--- src/rtl/tl_mon_pkg.sv ---
// Shared types and helpers for the TL-UL in-flight monitor.
// Opcode enums, error codes and the A-to-D opcode mapping.
package tl_mon_pkg;

  localparam int unsigned ERR_W = 3;
  localparam int unsigned OP_W  = 3;

  typedef enum logic [OP_W-1:0] {
    A_PUT_FULL    = 3'd0,
    A_PUT_PARTIAL = 3'd1,
    A_GET         = 3'd4
  } tl_a_op_e;

  typedef enum logic [OP_W-1:0] {
    D_ACCESS_ACK      = 3'd0,
    D_ACCESS_ACK_DATA = 3'd1
  } tl_d_op_e;

  typedef enum logic [ERR_W-1:0] {
    ERR_NONE     = 3'd0,
    ERR_DUP_SRC  = 3'd1,
    ERR_ORPHAN_D = 3'd2,
    ERR_OP_MISM  = 3'd3,
    ERR_SZ_MISM  = 3'd4,
    ERR_TIMEOUT  = 3'd5,
    ERR_BAD_AOP  = 3'd6,
    ERR_A_UNSTBL = 3'd7
  } err_code_e;

  // Response opcode a well-behaved slave returns for a given request opcode.
  function automatic tl_d_op_e exp_d_op(input logic [OP_W-1:0] a_op);
    return (a_op == A_GET) ? D_ACCESS_ACK_DATA : D_ACCESS_ACK;
  endfunction

  function automatic logic a_op_legal(input logic [OP_W-1:0] a_op);
    return (a_op == A_PUT_FULL) || (a_op == A_PUT_PARTIAL) || (a_op == A_GET);
  endfunction

endpackage

--- src/rtl/tl_mon_src_entry.sv ---
// One outstanding-request slot: pending flag, expected response, size and age.
// Age saturates at TIMEOUT-1; the timeout request is raised once per allocation.
module tl_mon_src_entry #(
  parameter int unsigned SIZE_BITS = 4,
  parameter int unsigned TIMEOUT   = 1024
) (
  input  logic                 clock,
  input  logic                 reset_n,
  input  logic                 alloc,
  input  logic                 retire,
  input  logic                 alloc_exp_op,
  input  logic [SIZE_BITS-1:0] alloc_size,
  input  logic                 tout_ack,
  output logic                 pend_o,
  output logic                 exp_op_o,
  output logic [SIZE_BITS-1:0] size_o,
  output logic                 tout_req_c
);

  localparam int unsigned AGE_W = (TIMEOUT > 1) ? $clog2(TIMEOUT) : 1;
  localparam logic [AGE_W-1:0] AGE_MAX = (TIMEOUT > 0) ? AGE_W'(TIMEOUT - 1) : '0;
  localparam bit TOUT_EN = (TIMEOUT != 0);

  logic                 pend_q, pend_d;
  logic                 exp_op_q, exp_op_d;
  logic [SIZE_BITS-1:0] size_q, size_d;
  logic [AGE_W-1:0]     age_q, age_d;
  logic                 tout_done_q, tout_done_d;

  // A same-cycle allocate overrides the retire of the previous request.
  always_comb begin
    pend_d      = pend_q;
    exp_op_d    = exp_op_q;
    size_d      = size_q;
    age_d       = age_q;
    tout_done_d = tout_done_q;
    if (retire) begin
      pend_d = 1'b0;
    end
    if (alloc) begin
      pend_d      = 1'b1;
      exp_op_d    = alloc_exp_op;
      size_d      = alloc_size;
      age_d       = '0;
      tout_done_d = 1'b0;
    end else if (pend_q && TOUT_EN) begin
      if (age_q != AGE_MAX) begin
        age_d = age_q + AGE_W'(1);
      end
      if (tout_ack) begin
        tout_done_d = 1'b1;
      end
    end
  end

  always_ff @(posedge clock or negedge reset_n) begin
    if (!reset_n) begin
      pend_q      <= 1'b0;
      exp_op_q    <= 1'b0;
      size_q      <= '0;
      age_q       <= '0;
      tout_done_q <= 1'b0;
    end else begin
      pend_q      <= pend_d;
      exp_op_q    <= exp_op_d;
      size_q      <= size_d;
      age_q       <= age_d;
      tout_done_q <= tout_done_d;
    end
  end

  assign pend_o     = pend_q;
  assign exp_op_o   = exp_op_q;
  assign size_o     = size_q;
  assign tout_req_c = TOUT_EN && pend_q && (age_q == AGE_MAX) && !tout_done_q;

endmodule

--- src/rtl/tl_ul_inflight_monitor.sv ---
// TL-UL A/D checker: tracks outstanding requests per source and flags protocol errors.
// Errors are priority-encoded into a registered one-cycle pulse plus sticky bits.
module tl_ul_inflight_monitor
  import tl_mon_pkg::*;
#(
  parameter int unsigned SOURCE_BITS = 5,
  parameter int unsigned SIZE_BITS   = 4,
  parameter int unsigned TIMEOUT     = 1024,
  parameter int unsigned FATAL_EN    = 1
) (
  input  logic                   clock,
  input  logic                   reset_n,
  input  logic                   a_valid,
  input  logic                   a_ready,
  input  logic [OP_W-1:0]        a_opcode,
  input  logic [SOURCE_BITS-1:0] a_source,
  input  logic [SIZE_BITS-1:0]   a_size,
  input  logic                   d_valid,
  input  logic                   d_ready,
  input  logic [OP_W-1:0]        d_opcode,
  input  logic [SOURCE_BITS-1:0] d_source,
  input  logic [SIZE_BITS-1:0]   d_size,
  input  logic                   clr_err,
  output logic                   err_valid,
  output logic [ERR_W-1:0]       err_code,
  output logic [SOURCE_BITS-1:0] err_source,
  output logic [6:0]             err_sticky,
  output logic [SOURCE_BITS:0]   inflight_cnt
);

  localparam int unsigned N     = 1 << SOURCE_BITS;
  localparam int unsigned CNT_W = SOURCE_BITS + 1;

  logic a_fire, d_fire, a_hit, d_hit, same_src;
  logic alloc, retire, dup_err;
  logic [N-1:0] pend_vec, exp_vec, tout_req_vec, tout_cand, alloc_vec, retire_vec, tout_ack_vec;
  logic [SIZE_BITS-1:0] size_arr [N];
  logic [OP_W-1:0] d_exp_op;

  logic                   tout_any, tout_grant;
  logic [SOURCE_BITS-1:0] tout_idx;
  logic [6:0]             err_hit, sticky_set;

  logic                   a_hold_q, a_hold_d;
  logic [OP_W-1:0]        a_op_q, a_op_d;
  logic [SOURCE_BITS-1:0] a_src_q, a_src_d;
  logic [SIZE_BITS-1:0]   a_size_q, a_size_d;

  logic                   err_valid_q, err_valid_d;
  err_code_e              err_code_d;
  logic [ERR_W-1:0]       err_code_q;
  logic [SOURCE_BITS-1:0] err_source_q, err_source_d;
  logic [6:0]             err_sticky_q, err_sticky_d;
  logic [CNT_W-1:0]       cnt_q, cnt_d;

  assign a_fire   = a_valid & a_ready;
  assign d_fire   = d_valid & d_ready;
  assign a_hit    = pend_vec[a_source];
  assign d_hit    = pend_vec[d_source];
  assign same_src = (a_source == d_source);
  assign d_exp_op = exp_vec[d_source] ? OP_W'(D_ACCESS_ACK_DATA) : OP_W'(D_ACCESS_ACK);

  // D retires before A allocates, so a same-source A in the retire cycle is not a duplicate.
  assign retire  = d_fire & d_hit;
  assign dup_err = a_fire & a_hit & ~(retire & same_src);
  assign alloc   = a_fire & a_op_legal(a_opcode) & ~dup_err;

  for (genvar i = 0; i < int'(N); i++) begin : g_entry
    assign alloc_vec[i]    = alloc & (a_source == SOURCE_BITS'(i));
    assign retire_vec[i]   = retire & (d_source == SOURCE_BITS'(i));
    assign tout_cand[i]    = tout_req_vec[i] & ~retire_vec[i];
    assign tout_ack_vec[i] = tout_grant & (tout_idx == SOURCE_BITS'(i));

    tl_mon_src_entry #(
      .SIZE_BITS (SIZE_BITS),
      .TIMEOUT   (TIMEOUT)
    ) u_entry (
      .clock        (clock),
      .reset_n      (reset_n),
      .alloc        (alloc_vec[i]),
      .retire       (retire_vec[i]),
      .alloc_exp_op (exp_d_op(a_opcode) == D_ACCESS_ACK_DATA),
      .alloc_size   (a_size),
      .tout_ack     (tout_ack_vec[i]),
      .pend_o       (pend_vec[i]),
      .exp_op_o     (exp_vec[i]),
      .size_o       (size_arr[i]),
      .tout_req_c   (tout_req_vec[i])
    );
  end

  // Lowest-index expired entry; the others stay queued until granted.
  always_comb begin
    tout_any = 1'b0;
    tout_idx = '0;
    for (int i = int'(N) - 1; i >= 0; i--) begin
      if (tout_cand[i]) begin
        tout_any = 1'b1;
        tout_idx = SOURCE_BITS'(i);
      end
    end
  end

  assign err_hit[0]  = dup_err;
  assign err_hit[1]  = d_fire & ~d_hit;
  assign err_hit[2]  = retire & (d_opcode != d_exp_op);
  assign err_hit[3]  = retire & (d_size != size_arr[d_source]);
  assign tout_grant  = tout_any & ~(|err_hit[3:0]);
  assign err_hit[4]  = tout_grant;
  assign err_hit[5]  = a_fire & ~a_op_legal(a_opcode);
  assign err_hit[6]  = a_hold_q & (~a_valid | (a_opcode != a_op_q) |
                                   (a_source != a_src_q) | (a_size != a_size_q));
  assign sticky_set  = err_hit | {2'b00, tout_any, 4'b0000};

  always_comb begin
    a_hold_d     = a_valid & ~a_ready;
    a_op_d       = a_opcode;
    a_src_d      = a_source;
    a_size_d     = a_size;
    err_valid_d  = 1'b1;
    err_code_d   = ERR_NONE;
    err_source_d = '0;
    if (err_hit[0]) begin
      err_code_d   = ERR_DUP_SRC;
      err_source_d = a_source;
    end else if (err_hit[1]) begin
      err_code_d   = ERR_ORPHAN_D;
      err_source_d = d_source;
    end else if (err_hit[2]) begin
      err_code_d   = ERR_OP_MISM;
      err_source_d = d_source;
    end else if (err_hit[3]) begin
      err_code_d   = ERR_SZ_MISM;
      err_source_d = d_source;
    end else if (err_hit[4]) begin
      err_code_d   = ERR_TIMEOUT;
      err_source_d = tout_idx;
    end else if (err_hit[5]) begin
      err_code_d   = ERR_BAD_AOP;
      err_source_d = a_source;
    end else if (err_hit[6]) begin
      err_code_d   = ERR_A_UNSTBL;
      err_source_d = a_src_q;
    end else begin
      err_valid_d  = 1'b0;
    end
    err_sticky_d = (clr_err ? 7'd0 : err_sticky_q) | sticky_set;
    cnt_d = cnt_q;
    if (alloc && !retire && (cnt_q != CNT_W'(N))) begin
      cnt_d = cnt_q + CNT_W'(1);
    end else if (retire && !alloc && (cnt_q != '0)) begin
      cnt_d = cnt_q - CNT_W'(1);
    end
  end

  always_ff @(posedge clock or negedge reset_n) begin
    if (!reset_n) begin
      a_hold_q     <= 1'b0;
      a_op_q       <= '0;
      a_src_q      <= '0;
      a_size_q     <= '0;
      err_valid_q  <= 1'b0;
      err_code_q   <= '0;
      err_source_q <= '0;
      err_sticky_q <= '0;
      cnt_q        <= '0;
    end else begin
      a_hold_q     <= a_hold_d;
      a_op_q       <= a_op_d;
      a_src_q      <= a_src_d;
      a_size_q     <= a_size_d;
      err_valid_q  <= err_valid_d;
      err_code_q   <= err_code_d;
      err_source_q <= err_source_d;
      err_sticky_q <= err_sticky_d;
      cnt_q        <= cnt_d;
    end
  end

  assign err_valid    = err_valid_q;
  assign err_code     = err_code_q;
  assign err_source   = err_source_q;
  assign err_sticky   = err_sticky_q;
  assign inflight_cnt = cnt_q;

`ifndef SYNTHESIS
  always_ff @(posedge clock) begin
    if ((FATAL_EN != 0) && err_valid_q) begin
      $fatal(1, "tl_ul_inflight_monitor: protocol error code %0d source %0d",
             err_code_q, err_source_q);
    end
  end
`endif

endmodule

--- config.mk ---
export PLATFORM = sky130hd
export DESIGN_NAME = tl_ul_inflight_monitor
export DESIGN_NICKNAME = d
export VERILOG_FILES = /design/src/rtl/tl_mon_pkg.sv /design/src/rtl/tl_mon_src_entry.sv /design/src/rtl/tl_ul_inflight_monitor.sv
export SDC_FILE = /design/constraint.sdc
export NUM_CORES = 1
export LEC_CHECK = 0
export ABC_AREA = 1
export CAP_MARGIN = 20
export CORE_UTILIZATION = 45
export CTS_BUF_LIST = sky130_fd_sc_hd__clkbuf_16
export CTS_CLUSTER_DIAMETER = 120
export CTS_CLUSTER_SIZE = 30
export DETAILED_ROUTE_END_ITERATION = 8
export GPL_TIMING_DRIVEN = 0
export SYNTH_ARGS = -nofsm -noshare
export SYNTH_HDL_FRONTEND = slang
export SYNTH_SLANG_ARGS = --single-unit
--- constraint.sdc ---
create_clock -name clock -period 3.49 [get_ports clock]
set_clock_uncertainty 0.15 [all_clocks]
set_input_delay 0.698 -clock clock [delete_from_list [all_inputs] [get_ports clock]]
set_output_delay 0.698 -clock clock [all_outputs]
set_load 0.05 [all_outputs]
# [Word level (Yosys, flattened, before mapping)]
# Cells that the tools add are included.
[classes] bitwise=188 shifts=0 muxes=355 n_mul=0 eq_ne=167 reduce_logical=303 div=0 order_cmp=3 addsub=34
[op_table] cell="10-bit 2-to-1 mux" n=96
[op_table] cell="10-bit by 1-bit adder with 10-bit output, second input constant" n=32
[op_table] cell="10-bit == test, second input constant" n=32
[op_table] cell="10-bit != test, second input constant" n=32
[op_table] cell="2-bit nonzero test" n=129
[op_table] cell="5-bit == test, second input constant" n=48
[op_table] cell="1-bit 2-to-1 mux" n=204
[op_table] cell="5-bit 2-to-1 mux" n=39
[op_table] cell="1-bit bitwise AND" n=143
[op_table] cell="2-bit AND reduction" n=64
[op_table] cell="5-bit by 4-bit == test with 1-bit output, second input constant" n=24
[op_table] cell="1-bit logical AND" n=68
[op_table] cell="5-bit by 3-bit == test with 1-bit output, second input constant" n=12
[op_table] cell="1-bit NOT" n=39
[op_table] cell="1-bit zero test" n=34
[op_table] cell="5-bit by 2-bit == test with 1-bit output, second input constant" n=6
[op_table] cell="3-bit 2-to-1 mux" n=7
[op_table] cell="4-bit binary-select mux with 5-bit select" n=1
[op_table] cell="1-bit binary-select mux with 5-bit select" n=3
[op_table] cell="5-bit by 1-bit == test with 1-bit output, second input constant" n=3
[op_table] cell="5-bit zero test" n=3
[op_table] cell="5-bit by 6-bit < comparator with 1-bit output, second input constant" n=2
[op_table] cell="6-bit 2-to-1 mux" n=2
[op_table] cell="4-bit 2-to-1 mux" n=2
[op_table] cell="21 further kinds" n=25
[word_totals] mem_bits_ro=0 latch_bits=0 output_inout_bits=22 wordCells=1219 reg_bits=579 input_bits=31 ramBits=0 n_memories=0

# [Longest topological paths before layout]
[logic_depth] depth_word=44 ltp_mapped=47 mapped_depth_nobuf=46

# [Cells and area by module]
# From an unflattened synthesis, not the netlist that was laid out.
[hier_totals] hier_cells=4366 hier_area_um2=34180.3
[modules_own_cells] module="tl_mon_src_entry" area_each_um2=917.1 n_inst=32 seq_area_each_um2=425.4 cells_per_inst=111
[modules_own_cells] module="tl_ul_inflight_monitor" area_each_um2=4832.1 n_inst=1 seq_area_each_um2=875.8 cells_per_inst=814

# [Worst setup path before layout]
# OpenSTA, ideal clock, no wires.
[synth_path] path_type="input to register" from="input port a_source[0]" to="register cnt_q[5], in the netlist inflight_cnt[5]" path_buffers=1 setup_time_ns=0.131 path_slack_ns=-0.718 t_required_ns=3.209 arrival_ns=3.927 cell_stages=23 path_cell_list="clkbuf_1 > inv_1 > nor2_1 > inv_1 > o22ai_1 > nor2_1 > o2111ai_1 > o211ai_1 > nor2_1 > inv_2 > nand2_1 > inv_2 > nand3_1 > ha_1 > a21oi_1 > nand2_1 > a21oi_1 > inv_1 > a21oi_1 > inv_1 > o21ai_0 > o21ai_0 > xor2_1"
[synth_between] elab_chain_cells=10 word_cells_on_any_way=16 classes_between="eq/ne: 1; mux: 3; bitwise: 6; reduce/logical: 6"
[synth_rtl] element="from (decl)" line="tl_ul_inflight_monitor.sv:16" rtl="input logic [SOURCE_BITS-1:0] a_source,"
[synth_rtl] element="1-bit binary-select mux with 5-bit select or 5-bit == test (tied branches)" line="tl_ul_inflight_monitor.sv:58, tl_ul_inflight_monitor.sv:60"
[synth_rtl] element="1-bit 2-to-1 mux (implied by the code) or 1-bit bitwise AND (tied branches)" line="tl_ul_inflight_monitor.sv:58, tl_ul_inflight_monitor.sv:65"
[synth_rtl] element="1-bit bitwise AND or 1-bit NOT (tied branches)" line="tl_ul_inflight_monitor.sv:65" rtl="assign dup_err = a_fire & a_hit & ~(retire & same_src);"
[synth_rtl] element="1-bit bitwise AND (*)" line="tl_ul_inflight_monitor.sv:65"
[synth_rtl] element="1-bit NOT (*)" line="tl_ul_inflight_monitor.sv:66" rtl="assign alloc = a_fire & a_op_legal(a_opcode) & ~dup_err;"
[synth_rtl] element="1-bit bitwise AND (*)" line="tl_ul_inflight_monitor.sv:66"
[synth_rtl] element="1-bit zero test" line="tl_ul_inflight_monitor.sv:151" rtl="end else if (retire && !alloc && (cnt_q != '0)) begin"
[synth_rtl] element="1-bit logical AND (2 in series)" line="tl_ul_inflight_monitor.sv:151"
[synth_rtl] element="2-bit nonzero test (no source line)"
[synth_rtl] element="to (signal assigned)" line="tl_ul_inflight_monitor.sv:176" rtl="cnt_q <= cnt_d;"
[synth_rtl] element="to (decl)" line="tl_ul_inflight_monitor.sv:54" rtl="logic [CNT_W-1:0] cnt_q, cnt_d;"
# Mark *: on every way between the ends. The rest lies on a longest branch, timed or not. The select of a mux whose other input is x is not followed.
# A chain may end at the register's enable or synchronous reset.

# [Worst setup path in the final report]
[layout_path] from="input port d_source[3]" to="register g_entry[1].u_entry.tout_done_q"
[layout_between] elab_chain_cells=42 word_cells_on_any_way=224 classes_between="eq/ne: 35; mux: 73; bitwise: 111; reduce/logical: 5"
[layout_rtl] element="from (decl)" line="tl_ul_inflight_monitor.sv:21" rtl="input logic [SOURCE_BITS-1:0] d_source,"
[layout_rtl] element="1-bit binary-select mux with 5-bit select" line="tl_ul_inflight_monitor.sv:59" rtl="assign d_hit = pend_vec[d_source];"
[layout_rtl] element="1-bit 2-to-1 mux (implied by the code)" line="tl_ul_inflight_monitor.sv:59"
[layout_rtl] element="1-bit bitwise AND" line="tl_ul_inflight_monitor.sv:64" rtl="assign retire = d_fire & d_hit;"
[layout_rtl] element="1-bit bitwise AND" line="tl_ul_inflight_monitor.sv:70" rtl="assign retire_vec[i] = retire & (d_source == SOURCE_BITS'(i));"
[layout_rtl] element="1-bit NOT" line="tl_ul_inflight_monitor.sv:71" rtl="assign tout_cand[i] = tout_req_vec[i] & ~retire_vec[i];"
[layout_rtl] element="1-bit bitwise AND" line="tl_ul_inflight_monitor.sv:71"
[layout_rtl] element="5-bit 2-to-1 mux or 1-bit 2-to-1 mux (tied branches) (32 in series)" line="tl_ul_inflight_monitor.sv:97" rtl="if (tout_cand[i]) begin"
[layout_rtl] element="5-bit by 1-bit == test with 1-bit output or 1-bit bitwise AND (tied branches)" line="tl_ul_inflight_monitor.sv:72, tl_ul_inflight_monitor.sv:108"
[layout_rtl] element="1-bit bitwise AND" line="tl_ul_inflight_monitor.sv:72" rtl="assign tout_ack_vec[i] = tout_grant & (tout_idx == SOURCE_BITS'(i));"
[layout_rtl] element="2-bit nonzero test (no source line)"
[layout_rtl] element="2-bit AND reduction (no source line)"
[layout_rtl] element="to (signal assigned)" line="tl_mon_src_entry.sv:68" rtl="tout_done_q <= tout_done_d;"
[layout_rtl] element="to (decl)" line="tl_mon_src_entry.sv:28" rtl="logic tout_done_q, tout_done_d;"
# Parallel ways exist; a longest one is shown, timed or not. The select of a mux whose other input is x is not followed.

==> out/results.ini <==
[final_layout]
areaGrowthSynthToFinish_pct=19.4
antennaDiodeCount=0
final_nets=4271
drive_above_1_share=0.158

[timing]
fmax_mhz=235
period_share=1.22
slew_headroom=0.368
setup_viol=428
worstMarginPinSlew_ns=0.939
rsz0062_at_grt=true
final_hold_viol_count=0
hold_ws_ns=0.269
fin_ws_ns=-0.771
drv_slew=0
finalCriticalPeriod_ns=4.26

[logic_synthesis]
ys.flop_type=dfrtp_1
synth_edf_count=0
yosys_warnings=0
synthTopCellsByArea=dfrtp_1, inv_1, nand2_1
yosysTopAreaCell=dfrtp_1
syn_area_per_cell_um2=7.70
yosysSeqAreaShare=0.476
post-synth-top-count-cell=inv_1
yosys-top-cells-count=inv_1, nand2_1, dfrtp_1
synth_nets=4025
async_flop_share=1.00
synth.top_cell.area_share=0.476
yosys_register_bits=579
yosysUniqueCellTypes=49
syn_inst=3957
synth_area_um2=30500

[grt]
grt_usage=0.254
antenna_found_initial=1
grt_max_degree=120
grt_pass1_wl_um=139000
globalRouteOverflowTotal=0
grt_pass1_vias=24793

[setup_path]
required_ns=3.89
arrival_ns=4.66
max_stage_delay_ns=0.30
cp_common_cell=nor2_1
r2r_setup_slack_ns=-0.73
cp_slowest_cell=clkdlybuf4s15_2
crit_type=input pin to flip-flop
critPathMaxFanout=10
setup.worst_path.end_class=flip-flop
start_kind=input pin

[clocking]
cts_tree=done
cts_buffers=24
htreeDepth=1
cts_buffer_depth=3
cts.sinks=579
cts-root-buf=clkbuf_16
clkSlewWorstSetupHoldPaths_ns=0.12
clock_latency_ns=0.62

[min_path]
hold_path.class=input pin to flip-flop

[floorplan]
die_area_um2=68800
die_w_um=262
io_pins=53
coreArea_um2=67000
num_rows=95
initial_core_util=0.455
die_h_um=262

[power]
cellLeakagePower_nw=18.2
total_power_w=0.0187
ir_drop_v=0.000564
power.density_nw_per_um2=515

[routing]
met3WireLength_um=6960
wl_met1_um=40700
drt-total-wl_um=89600
ant_nets=0
drtPass1Iterations=6
route.detailed.drc=0
wire_per_inst_um=17.6
num_vias=26599
dr.max_layer_used=met4
met2_length_um=38700
drt_iter0_drc=2453
vias_per_cell=5.24

[status]
violations=negative setup slack
status=finished, violations left

[place]
globalplace.congestion=0.993
io_buffers=50
dpl.hpwl_um=62800

[run]
maxCapViolCount=0

[worst max-delay path: cells and delay by family]
kind	cells	cell delay, ns
and+or+nand+nor	18	2.25
buffers and inverters	6	1.00
AOI/OAI and AO/OA	6	0.69
[logic make-up after synthesis]
family / after synthesis / synth area share
flops: 579 / 0.476
compound gates: 569 / 0.107
fa+ha+maj: 37 / 0.0154
mux: 1 / 0.000370
simple gates: 1738 / 0.256
xor+xnor: 105 / 0.0302
buf+inv: 928 / 0.115
[routing by layer]
metal | GRT usage | vias to the layer above
met3 | 0.0445 | 174
li1 | - | 13082
met5 | 0 | -
met2 | 0.388 | 834
met1 | 0.369 | 12509
met4 | 0.0727 | 0
[report_power, final]
part | switching (W) | internal [W] | leakage (nW)
Combinational | 0.00350 | 0.00241 | 10.6
Clock | 0.00222 | 0.00141 | 0.349
Sequential | 0.00108 | 0.00813 | 7.23
Total | 0.00680 | 0.0119 | 18.2
[sequential cells by signal (all words and copies together) (netlist names)]
signal                       flops
err_valid                        1
g_entry.u_entry.exp_op_o        32
g_entry.u_entry.age_q          320
err_source                       5
a_size_q                         4
a_hold_q                         1
g_entry.u_entry.tout_done_q     32
g_entry.u_entry.size_o         128
inflight_cnt                     6
a_op_q                           3
err_code                         3
g_entry.u_entry.pend_o          32
err_sticky                       7
a_src_q                          5
[placed cells by master (no fill, tap or decap), types with 14 or more instances in the layout]
cell and n:
a21oi_1 69, a21oi_2 14, a22oi_1 75, buf_4 131, buf_6 40, buf_8 16, clkbuf_1 34, clkbuf_16 31
clkdlybuf4s50_1 44, dfrtp_1 561, dfrtp_2 18, ha_1 30, inv_1 770, inv_2 29, inv_4 17, nand2_1 711
nand2_2 37, nand2_4 17, nand3_1 352, nand3_2 30, nand3b_1 21, nand4_1 64, nor2_1 195, nor2_2 16
nor2_4 50, nor3_1 94, nor4_1 23, o211ai_1 44, o21ai_0 264, o21ai_1 32, o21ai_2 15, o22ai_1 15
or2_2 80, xor2_1 95
[timing repair]
item	4_1_cts	5_1_grt
setup endpoints to repair	562	493
cloned	3	9
gates resized for setup	338	342
setup buffers	113	47
pin swaps	59	66
hold buffers	1	0
hold endpoints to repair	48	0
[worst paths after layout]
check	from	endpoint	cells past startpoint
setup / recovery	d_source[3]	g_entry[1].u_entry.tout_done_q$_DFFE_PN0P_	30
hold / removal	a_source[1]	a_src_q[1]$_DFF_PN0_	1
setup reg to reg	g_entry[14].u_entry.pend_o$_DFFE_PN0P_	g_entry[1].u_entry.tout_done_q$_DFFE_PN0P_	31
hold reg to reg	g_entry[2].u_entry.size_o[2]$_DFFE_PN0P_	g_entry[2].u_entry.size_o[2]$_DFFE_PN0P_	2
max in group asynchronous	reset_n	g_entry[27].u_entry.age_q[0]$_DFFE_PN0P_	4
min in group asynchronous	reset_n	g_entry[1].u_entry.age_q[4]$_DFFE_PN0P_	2
[per-stage QoR]
step                      cells  area [µm²]  utilization  setup TNS (ns)  setup WS (ns)
after detailed placement   4885       32300        0.482        -1096.58          -3.01
after global placement     4880       32200        0.480               -         -25.12
after global routing       5080       36400        0.543         -183.69         -0.954
final                      5080       36400        0.543         -121.77         -0.771
after CTS                  5029       34900        0.521          -15.03         -0.511
after floorplan            3957       30600            -           -7.49         -0.260
[area by class of cell]
| cell class | count | area [µm²] |
|---|---|---|
| fillers | 6223 | 30700 |
| inverters | 827 | 3200 |
| clock buffers | 25 | 626 |
| multi-input cells | 2450 | 13800 |
| well taps | 873 | 1090 |
| clock inverters | 5 | 90.1 |
| flip-flops and latches | 579 | 14500 |
| plain buffers | 100 | 798 |
| repair buffers | 221 | 2230 |
(Power assumes the default switching activity.)
